### src/rtl/reg_list_sequencer.sv
// Multi-register transfer sequencer (PUSH/POP, LDM/STM) between register file and data memory.
// Optional SEQ_PC_LOAD_EN: loads of R15 are redirected to pc_load_o/pc_value_o instead of the reg file.
module reg_list_sequencer #(
  parameter int DATA_W = 32,
  parameter int LIST_W = 16,
  parameter int ADDR_W = 4
) (
  input  logic              clk_i,
  input  logic              reset_n_i,
  input  logic              start_i,
  input  logic              is_load_i,
  input  logic              decrement_i,
  input  logic [LIST_W-1:0] reg_list_i,
  input  logic [DATA_W-1:0] base_addr_i,
  output logic [ADDR_W-1:0] rf_read_addr_o,
  input  logic [DATA_W-1:0] rf_read_data_i,
  output logic              rf_write_en_o,
  output logic [ADDR_W-1:0] rf_write_addr_o,
  output logic [DATA_W-1:0] rf_write_data_o,
  output logic              mem_req_o,
  output logic              mem_we_o,
  output logic [DATA_W-1:0] mem_addr_o,
  output logic [DATA_W-1:0] mem_wdata_o,
  input  logic              mem_ready_i,
  input  logic [DATA_W-1:0] mem_rdata_i,
  output logic              stall_o,
  output logic              done_o,
  output logic [DATA_W-1:0] final_addr_o
`ifdef SEQ_PC_LOAD_EN
  ,
  output logic              pc_load_o,
  output logic [DATA_W-1:0] pc_value_o
`endif
);

  localparam int CNT_W = $clog2(LIST_W + 1);
`ifdef SEQ_PC_LOAD_EN
  localparam logic [ADDR_W-1:0] PC_IDX = ADDR_W'(15);
`endif

  typedef enum logic [2:0] {IDLE, S_RD, S_WR, L_REQ, L_WB, DONE} state_t;

  state_t              state;
  logic [LIST_W-1:0]   list_q;
  logic [DATA_W-1:0]   data_q;
  logic                wr_first;

  logic [CNT_W-1:0]    cnt;
  logic [DATA_W-1:0]   span;
  logic [DATA_W-1:0]   base_lo;
  logic [LIST_W-1:0]   list_next;
  logic [ADDR_W-1:0]   low_idx;
  logic [ADDR_W-1:0]   low_next;
  logic [ADDR_W-1:0]   low_start;

  function automatic logic [CNT_W-1:0] popcount(input logic [LIST_W-1:0] l);
    logic [CNT_W-1:0] c;
    c = '0;
    for (int unsigned i = 0; i < LIST_W; i++) c = c + CNT_W'(l[i]);
    return c;
  endfunction

  function automatic logic [ADDR_W-1:0] lowest(input logic [LIST_W-1:0] l);
    logic [ADDR_W-1:0] idx;
    idx = '0;
    for (int unsigned i = LIST_W; i > 0; i--) if (l[i-1]) idx = ADDR_W'(i - 1);
    return idx;
  endfunction

  assign cnt       = popcount(reg_list_i);
  assign span      = DATA_W'(cnt) << 2;
  assign base_lo   = base_addr_i - span;
  assign list_next = list_q & (list_q - LIST_W'(1));
  assign low_idx   = lowest(list_q);
  assign low_next  = lowest(list_next);
  assign low_start = lowest(reg_list_i);

  // Read data arrives in the first S_WR cycle; pass it straight through, then hold the captured copy.
  assign mem_wdata_o = wr_first ? rf_read_data_i : data_q;
  assign stall_o     = (state != IDLE) | (start_i & (state == IDLE));

  always_ff @(posedge clk_i or negedge reset_n_i) begin
    if (!reset_n_i) begin
      state           <= IDLE;
      list_q          <= '0;
      data_q          <= '0;
      wr_first        <= 1'b0;
      rf_read_addr_o  <= '0;
      rf_write_en_o   <= 1'b0;
      rf_write_addr_o <= '0;
      rf_write_data_o <= '0;
      mem_req_o       <= 1'b0;
      mem_we_o        <= 1'b0;
      mem_addr_o      <= '0;
      done_o          <= 1'b0;
      final_addr_o    <= '0;
`ifdef SEQ_PC_LOAD_EN
      pc_load_o       <= 1'b0;
      pc_value_o      <= '0;
`endif
    end else begin
      case (state)
        IDLE: begin
          if (start_i) begin
            list_q       <= reg_list_i;
            mem_addr_o   <= decrement_i ? base_lo : base_addr_i;
            final_addr_o <= decrement_i ? base_lo : base_addr_i + span;
            if (cnt == '0) begin
              state  <= DONE;
              done_o <= 1'b1;
            end else if (is_load_i) begin
              state     <= L_REQ;
              mem_req_o <= 1'b1;
              mem_we_o  <= 1'b0;
            end else begin
              state          <= S_RD;
              rf_read_addr_o <= low_start;
            end
          end
        end
        S_RD: begin
          state     <= S_WR;
          mem_req_o <= 1'b1;
          mem_we_o  <= 1'b1;
          wr_first  <= 1'b1;
        end
        S_WR: begin
          wr_first <= 1'b0;
          if (wr_first) data_q <= rf_read_data_i;
          if (mem_ready_i) begin
            mem_req_o  <= 1'b0;
            mem_we_o   <= 1'b0;
            list_q     <= list_next;
            mem_addr_o <= mem_addr_o + DATA_W'(4);
            if (list_next == '0) begin
              state  <= DONE;
              done_o <= 1'b1;
            end else begin
              state          <= S_RD;
              rf_read_addr_o <= low_next;
            end
          end
        end
        L_REQ: begin
          if (mem_ready_i) begin
            mem_req_o       <= 1'b0;
            state           <= L_WB;
            rf_write_addr_o <= low_idx;
            rf_write_data_o <= mem_rdata_i;
            rf_write_en_o   <= 1'b1;
`ifdef SEQ_PC_LOAD_EN
            if (low_idx == PC_IDX) begin
              rf_write_en_o <= 1'b0;
              pc_load_o     <= 1'b1;
              pc_value_o    <= {mem_rdata_i[DATA_W-1:1], 1'b0};
            end
`endif
          end
        end
        L_WB: begin
          rf_write_en_o <= 1'b0;
`ifdef SEQ_PC_LOAD_EN
          pc_load_o     <= 1'b0;
`endif
          list_q     <= list_next;
          mem_addr_o <= mem_addr_o + DATA_W'(4);
          if (list_next == '0) begin
            state  <= DONE;
            done_o <= 1'b1;
          end else begin
            state     <= L_REQ;
            mem_req_o <= 1'b1;
          end
        end
        DONE: begin
          done_o <= 1'b0;
          state  <= IDLE;
        end
        default: state <= IDLE;
      endcase
    end
  end

endmodule

### config.mk
export PLATFORM = sky130hd
export DESIGN_NAME = reg_list_sequencer
export DESIGN_NICKNAME = d
export VERILOG_FILES = /design/src/rtl/reg_list_sequencer.sv
export SDC_FILE = /design/constraint.sdc
export NUM_CORES = 1
export LEC_CHECK = 0
export CAP_MARGIN = 20
export CORE_MARGIN = 2
export CORE_UTILIZATION = 40
export DETAILED_ROUTE_END_ITERATION = 10
export GPL_TIMING_DRIVEN = 1
export MAX_ROUTING_LAYER = met4
export PLACE_DENSITY = 0.76
export SYNTH_ARGS = -nofsm -noshare
export SYNTH_HDL_FRONTEND = slang
export SYNTH_SLANG_ARGS = --single-unit
export TNS_END_PERCENT = 1
### constraint.sdc
create_clock -name clk_i -period 5.5 [get_ports clk_i]
set_clock_uncertainty 0.15 [all_clocks]
set_input_delay 1.1 -clock clk_i [delete_from_list [all_inputs] [get_ports clk_i]]
set_output_delay 1.1 -clock clk_i [all_outputs]
set_load 0.05 [all_outputs]
# Word level (Yosys, flattened, before mapping)
# Index checks and enable logic that the tools add are counted.
# word_totals
mem_bits_rw,0
mem_bits_ro,0
word_cells,160
inputBits,118
output_inout_bits,141
latch_bits,0
n_memories,0
reg_bits,160
# op_classes
n_eq_ne,15
n_div,0
n_lt_le_gt_ge,0
n_mul,0
shifts,0
mux,89
add_sub_neg,19
n_reduce_logical,21
bitwise_logic,3
# ops
cell,n
2-to-1 mux 4 bit,53
2-to-1 mux 32 bit,5
case mux 32 bit (3 select lines),1
adder 5 x 1 -> 5 bit,11
case mux 16 bit (3 select lines),1
adder 32 x 3 -> 32 bit (second input constant),1
adder 32 x 7 -> 32 bit,1
2-to-1 mux 16 bit,2
subtractor 32 x 7 -> 32 bit,1
2-to-1 mux 3 bit,6
AND 16 bit,1
logical NOT 16 bit,1
!= test 2 bit (second input constant),8
subtractor 16 x 1 -> 16 bit (second input constant),1
case mux 3 bit (5 select lines),1
2-to-1 mux 1 bit,13
AND reduction 6 bit,2
nonzero test 3 bit,3
case mux 1 bit (4 select lines),2
case mux 4 bit (2 select lines),1
nonzero test 4 bit,2
equality test 3 x 2 -> 1 bit (second input constant),2
equality test 3 bit (second input constant),2
AND reduction 2 bit,3
other kinds (18),23

# Longest topological paths before layout
# Gate-level depths: netlist (run 1).
# logic_depth
ltp_word,21
ltp_mapped,21
mapped_depth_nobuf,21

# Worst setup path after synthesis (run 1)
# No wires, ideal clock.
# synth_timing
kind,input to register
startpoint,input port reg_list_i[5]
endpoint,register final_addr_o[28]
path_buffers,1
setup_time_ps,131
stages,20
required_time_ps,5219
setup_slack_ps,-715
t_arrival_ps,5934
path_cell_list,inv_1 > fa_1 > inv_1 > fa_1 > fa_1 > inv_1 > fa_1 > inv_1 > ha_1 > fa_1 > inv_1 > fa_1 > nand2b_1 > a21o_1 > a21oi_1 > or4b_1 > buf_4 > o32ai_4 > xnor2_1 > o21ai_1
# synth_between
elab_chain_len,13
word_cells_on_any_way,14
classes_between,13 x add/sub; 1 x mux
# synth_lines
element,line,rtl
"start, declared",13,"input logic [LIST_W-1:0] reg_list_i,"
adder 5 x 1 -> 5 bit (*) (11 in series),59,for (int unsigned i = 0; i < LIST_W; i++) c = c + CNT_W'(l[i]);
adder 32 x 7 -> 32 bit or subtractor 32 x 7 -> 32 bit (tied branches),"107, 72",
2-to-1 mux 32 bit (*),107,final_addr_o <= decrement_i ? base_lo : base_addr_i + span;
"end signal, assigned",107,
"end, declared",28,output logic [DATA_W-1:0] final_addr_o
# Every way passes the cells marked *; elsewhere a longest branch is shown, timed or not.
# A chain may end at the register's enable or synchronous reset.

# Final worst setup path (run 1)
# layout_timing
startpoint,input port reg_list_i[9]
endpoint,register final_addr_o[30]
# layout_between
elab_chain_len,9
word_cells_on_any_way,10
classes_between,9 x add/sub; 1 x mux
# layout_lines
element,line
adder 5 x 1 -> 5 bit (*) (7 in series),59
adder 32 x 7 -> 32 bit or subtractor 32 x 7 -> 32 bit (tied branches),"107, 72"
2-to-1 mux 32 bit (*),107
# Marked as above.

==> flow_metrics.tcl, run 1 <==
set metrics [dict create \
    place_worst_setup_slack_ns -1.41 \
    via_per_inst 5.44 \
    power_uw 10400 \
    clock.fmax_ghz 0.170 \
    crit_type "input pin to flip-flop" \
    syn-num-nets 1231 \
    drive_above_1_share_pct 21.9 \
    dr_total_vias 9300 \
    syn_area_per_cell_um2 9.30 \
    synth_warnings 0 \
    peakVddDrop_mv 0.467 \
    core_mm2 0.0250 \
    p_leak_uw 0.00580 \
    setup_viol 44 \
    initial_utilization_pct 40.4 \
    ff2ff_setup_slack_ns 2.27 \
    cts_buffers 17 \
    maxCapViolCount 0 \
    synth.most_common_cell "dfrtp_1" \
    slew_headroom_pct 27.5 \
    synth_common_cells "160 x dfrtp_1, 120 x nand2_1, 99 x mux2_2" \
    r2r_cells 7 \
    clk_pin_slew_ns 0.07 \
    seq_area_frac_synth_pct 39.7 \
    crit_fanout 6 \
    r2r_start "list_q[9]" \
    drc 0 \
    grt_pass1_wl_um 48100 \
    async_flop_share_pct 100 \
    timing.hold.ws_ns 0.330 \
    ys.flop_type "dfrtp_1" \
    routabilityCongestion 0.938 \
    r2r-end "state[1]" \
    rsz0062_at_grt "true" \
    syn_inst 1084 \
    wl_um 30600 \
    clk_latency_ns 0.43 \
    yosysTopAreaCellShare_pct 39.7 \
    grt_max_degree 86 \
    whs_path_depth 2 \
    dpl.cell_count 1665 \
    min_period_over_period_pct 107 \
    netlist-cell-type-count 83 \
    worst_slew_pin_slew_ns 1.09 \
    finalMaxSlewViolations 0 \
    fin_cells 1710 \
    dieArea_mm2 0.0265 \
    p_per_area_mw_per_mm2 724 \
    n_antenna_cell 0 \
    grt-ovfl-total 0 \
    syn-cell-area_mm2 0.0101 \
    num_io_pins 259 \
    ant_nets 0 \
    start_kind "input pin" \
    setup_slack_ns -0.388 \
    hold_end "rf_write_addr_o[2]" \
    clock_sinks 160 \
    worstPathRequired_ns 5.64 \
    yosys_register_bits 160 \
    outcome "finished, violations left" \
    nets 1514 \
    syn_to_final_growth_pct 42.1 \
    worst_setup_path_end_kind "flip-flop" \
    dpl.hpwl_um 22300 \
    hold_path.class "flip-flop to flip-flop" \
    fin_setup_tns_ns -6.07 \
    cts_tree "done" \
    postCtsHoldBufs 0 \
    drtIter0Drc 590 \
    antenna_found_initial 0 \
    dieHeight_um 163 \
    critPathArrivalTime_ns 6.03 \
    htreeDepth 4 \
    min_period_ns 5.89 \
    die_w_um 163 \
    root_buffer "clkbuf_16" \
    violations "setup timing" \
    min_from "rf_write_addr_o[2]" \
    dr.pass1.iters 5 \
    port_buffers 258 \
    grt.total_usage_pct 23.5 \
    synthTopCellsByArea "dfrtp_1 40%, mux2_2 11%, o21ai_0 4.8%, nand2_1 4.5%, a21oi_1 3.5%" \
    clock_tree.buffer_depth 2 \
    row_count 58 \
    hold_violations 0 \
    routedWlPerCell_um 17.9 \
    yosysTopAreaCell "dfrtp_1" \
    synth-edff-count 0 \
    grt_pass1_vias 9112 \
]
==> where the power goes <==
| part | internal (µW) | switching, µW |
|---|---|---|
| clock | 698 | 542 |
| combinational | 2690 | 4070 |
| sequential | 1780 | 590 |
==> stage by stage <==
stage	area, µm²	utilization [%]
final	14300	57.4
after global routing	14300	57.4
after CTS	14200	56.9
after detailed placement	13300	53.3
after global placement	13300	53.3
after floorplan	10100	-
==> sequential cells by signal, indices dropped and copies added (netlist names), 3 cells and up <==
register         flops
data_q              32
final_addr_o        32
list_q              16
mem_addr_o          32
rf_read_addr_o       4
rf_write_addr_o      4
rf_write_data_o     32
state                3
==> worst max path at each step <==
stage | from | endpoint | slack [ns]
after floorplan | reg_list_i[5] | final_addr_o[28] | -0.61
after global placement | reg_list_i[5] | final_addr_o[18] | -1.28
after detailed placement | reg_list_i[5] | final_addr_o[23] | -1.41
after CTS | reg_list_i[11] | final_addr_o[30] | -0.37
after global routing | reg_list_i[9] | final_addr_o[30] | -0.52
final | reg_list_i[9] | final_addr_o[30] | -0.39
==> cell type report <==
| type | count | area [µm²] |
|---|---|---|
| Clock buffer | 18 | 439 |
| Clock inverter | 14 | 165 |
| Fill cell | 2162 | 10600 |
| Inverter | 44 | 168 |
| Multi-Input combinational cell | 808 | 5970 |
| Sequential cell | 160 | 4000 |
| Tap cell | 330 | 413 |
| Timing Repair Buffer | 336 | 3170 |
==> worst max-delay path, stage by stage <==
cell and delay [ns]:
buf_2 0.11, inv_2 0.05, fa_1 0.48, inv_1 0.05, fa_1 0.48, fa_1 0.53, inv_1 0.05, fa_1 0.49
inv_2 0.05, ha_4 0.16, fa_2 0.57, inv_2 0.06, fa_2 0.39, nand2b_1 0.08, a21o_1 0.16, a21oi_2 0.09
or4b_1 0.48, buf_6 0.16, o32ai_4 0.25, xnor2_2 0.16, o21ai_1 0.07
==> timing repair <==
| action | 4_1_cts | 5_1_grt |
|---|---|---|
| setup buffers | 7 | 6 |
| setup endpoints to repair | 66 | 62 |
| resized for setup | 87 | 26 |
| pin swaps | 27 | 26 |
==> kinds of logic (layout without fill, tap and decap cells) <==
group | Yosys count | in the layout | synth area share [%]
AOI/OAI and AO/OA | 274 | 274 | 17.3
xor gates and xnor gates | 58 | 58 | 5.04
adders and majority gates | 31 | 31 | 4.70
buffers and inverters | 116 | 412 | 4.74
DFF | 160 | 160 | 39.7
muxes | 107 | 107 | 11.9
and+or+nand+nor | 338 | 338 | 16.6
==> layer usage <==
layer	wire length (µm)	track usage (%)	vias to the layer above
met1	13500	29.9	4470
met3	2110	4.89	47
met2	14400	37.6	342
li1	-	-	4441
met5	0	-	-
met4	642	7.64	0
==> cell usage in the layout, fill, tap and decap left out, types with 14 or more instances in the layout <==
| master | Yosys | final |
|---|---|---|
| clkbuf_16 | 0 | 17 |
| mux2_2 | 99 | 99 |
| o22ai_1 | 14 | 14 |
| nand4_1 | 15 | 15 |
| o21ai_0 | 96 | 87 |
| dfrtp_1 | 160 | 160 |
| a21oi_1 | 71 | 66 |
| xnor2_1 | 32 | 29 |
| nor2_1 | 72 | 71 |
| nor3_1 | 22 | 14 |
| nand3_1 | 28 | 26 |
| inv_1 | 44 | 38 |
| clkdlybuf4s50_1 | 0 | 248 |
| xor2_1 | 26 | 24 |
| buf_4 | 4 | 76 |
| nand2_1 | 120 | 118 |
Power figures use the tool's default switching activity.
==> run 2, diff against run 1 <==
--- a/config.mk
+++ b/config.mk
@@ -7,11 +7,11 @@
 export LEC_CHECK = 0
 export CAP_MARGIN = 20
 export CORE_MARGIN = 2
-export CORE_UTILIZATION = 40
+export CORE_UTILIZATION = 54
 export DETAILED_ROUTE_END_ITERATION = 10
 export GPL_TIMING_DRIVEN = 1
 export MAX_ROUTING_LAYER = met4
-export PLACE_DENSITY = 0.76
+export PLACE_DENSITY = 0.95
 export SYNTH_ARGS = -nofsm -noshare
 export SYNTH_HDL_FRONTEND = slang
 export SYNTH_SLANG_ARGS = --single-unit
==> flow_metrics.tcl, run 2 (same netlist as run 1, synthesis figures left out) <==
set metrics [dict create \
    outcome "finished, violations left" \
    violations "setup timing" \
    final_cell_mix "248 x clkdlybuf4s50_1, 160 x dfrtp_1, 118 x nand2_1" \
    multiInputGateArea_mm2 0.00611 \
    worstPathRequired_ns 5.67 \
    ant_nets 0 \
    wl_um 34800 \
    drive_above_1_share_pct 23.5 \
    clock_sinks 160 \
    grt.total_usage_pct 33.9 \
    ff2ff_setup_slack_ns 2.33 \
    timing.hold.ws_ns 0.322 \
    port_buffers 258 \
    maxCapViolCount 0 \
    dr.pass1.iters 10 \
    min_period_over_period_pct 109 \
    p_leak_uw 0.00582 \
    clk_latency_ns 0.44 \
    crit_type "input pin to flip-flop" \
    fin_cells 1604 \
    worst_setup_path_end_kind "flip-flop" \
    slew_headroom_pct 31.5 \
    grt_pass1_vias 9850 \
    setup_viol 57 \
    fillers 1060 \
    antenna_found_initial 0 \
    worst_slew_pin_slew_ns 1.02 \
    dr_total_vias 10300 \
    drtIter0Drc 1475 \
    cts_tree "done" \
    routedWlPerCell_um 21.7 \
    grt_max_degree 82 \
    clock.fmax_ghz 0.168 \
    dieArea_mm2 0.0198 \
    routabilityCongestion 0.975 \
    via_per_inst 6.43 \
    grt-ovfl-total 0 \
    peakVddDrop_mv 0.553 \
    seqCellArea_mm2 0.00400 \
    n_antenna_cell 0 \
    initial_utilization_pct 55.6 \
    final_common_cell "clkdlybuf4s50_1" \
    dieHeight_um 141 \
    hold_path.class "flip-flop to flip-flop" \
    rsz0062_at_grt "true" \
    dpl.cell_count 1564 \
    setup_slack_ns -0.470 \
    crit_fanout 5 \
    start_kind "input pin" \
    clock_tree.buffer_depth 2 \
    place_worst_setup_slack_ns -1.29 \
    postCtsHoldBufs 0 \
    fin_area_mm2 0.0143 \
    core_mm2 0.0181 \
    clk_pin_slew_ns 0.07 \
    fin_setup_tns_ns -14.08 \
    row_count 49 \
    critPathArrivalTime_ns 6.14 \
    p_per_area_mw_per_mm2 747 \
    root_buffer "clkbuf_16" \
    die_w_um 141 \
    drc 0 \
    num_io_pins 259 \
    nets 1509 \
    dpl.hpwl_um 22800 \
    syn_to_final_growth_pct 42.0 \
    htreeDepth 4 \
    finalMaxSlewViolations 0 \
    min_period_ns 5.97 \
    hold_violations 0 \
    placed_cell_area_mm2 0.0132 \
    grt_pass1_wl_um 52000 \
    cts_buffers 17 \
]
run 2: cell count changes in the layout (fill, tap and decap cells not counted), moves of 3 or more:
| cell | before | now |
|---|---|---|
| xor2_2 | 1 | 4 |
| o21ai_1 | 10 | 15 |
| buf_4 | 76 | 65 |
| inv_1 | 38 | 35 |
| ha_1 | 11 | 8 |
| inv_2 | 5 | 9 |
| clkbuf_2 | 2 | 5 |
| xor2_1 | 24 | 21 |
| inv_6 | 6 | 9 |
| o21ai_0 | 87 | 82 |
run 2: path summary, 6_finish.rpt:
path | start | end | cells past startpoint
setup / recovery | reg_list_i[13] | mem_addr_o[27] | 21
hold / removal | final_addr_o[0] | final_addr_o[0] | 2
setup reg to reg | mem_addr_o[3] | mem_addr_o[30] | 7
hold reg to reg | final_addr_o[0] | final_addr_o[0] | 2
max in group asynchronous | reset_n_i | rf_read_addr_o[2] | 2
min in group asynchronous | reset_n_i | rf_write_data_o[3] | 1
run 2: repair_timing:
item	in CTS	in global routing
pin swaps	29	30
buffers inserted	4	3
hold endpoints to repair	0	0
resized for setup	73	69
setup endpoints to repair	66	63
run 2: metal layers:
layer | wire length, µm | vias to the layer above | track usage [%]
met1 | 12800 | 4856 | 42.1
met3 | 3700 | 207 | 6.96
met5 | 0 | - | -
met2 | 16600 | 804 | 55.8
met4 | 1670 | 0 | 11.6
li1 | - | 4441 | -
run 2: final cells by class:
cell class,count,share of cell area (%)
clock buffer,17,2.97
sequential,160,28.0
clock inverter,15,1.12
timing repair buffer,331,22.1
tap,229,2.00
inverter,44,1.15
multi-input combinational,808,42.7
run 2: report_power, final:
group | switching [µW] | total [µW] | leakage (µW) | internal (µW)
Combinational | 4330 | 7090 | 0.00362 | 2770
Sequential | 617 | 2390 | 0.00192 | 1780
Clock | 565 | 1210 | 0.000287 | 646
run 2: critical path, stage by stage:
cell and delay [ns]:
buf_8 0.10, fa_1 0.54, inv_1 0.06, fa_1 0.51, inv_2 0.04, fa_1 0.50
inv_2 0.04, fa_1 0.54, inv_2 0.05, ha_4 0.17, fa_2 0.47, buf_6 0.14
buf_6 0.11, ha_4 0.26, o21ba_4 0.16, nand2b_4 0.14, and4bb_4 0.30, nand3b_1 0.17
buf_6 0.21, xnor2_4 0.12, a221o_1 0.39
run 2: per-stage QoR:
step / utilization (%) / power, µW
global route: 78.9 / 11200
floorplan: - / 6610
global placement: 72.6 / 8610
CTS: 77.3 / 10300
finish: 78.9 / 10700
detailed placement: 72.7 / 8850
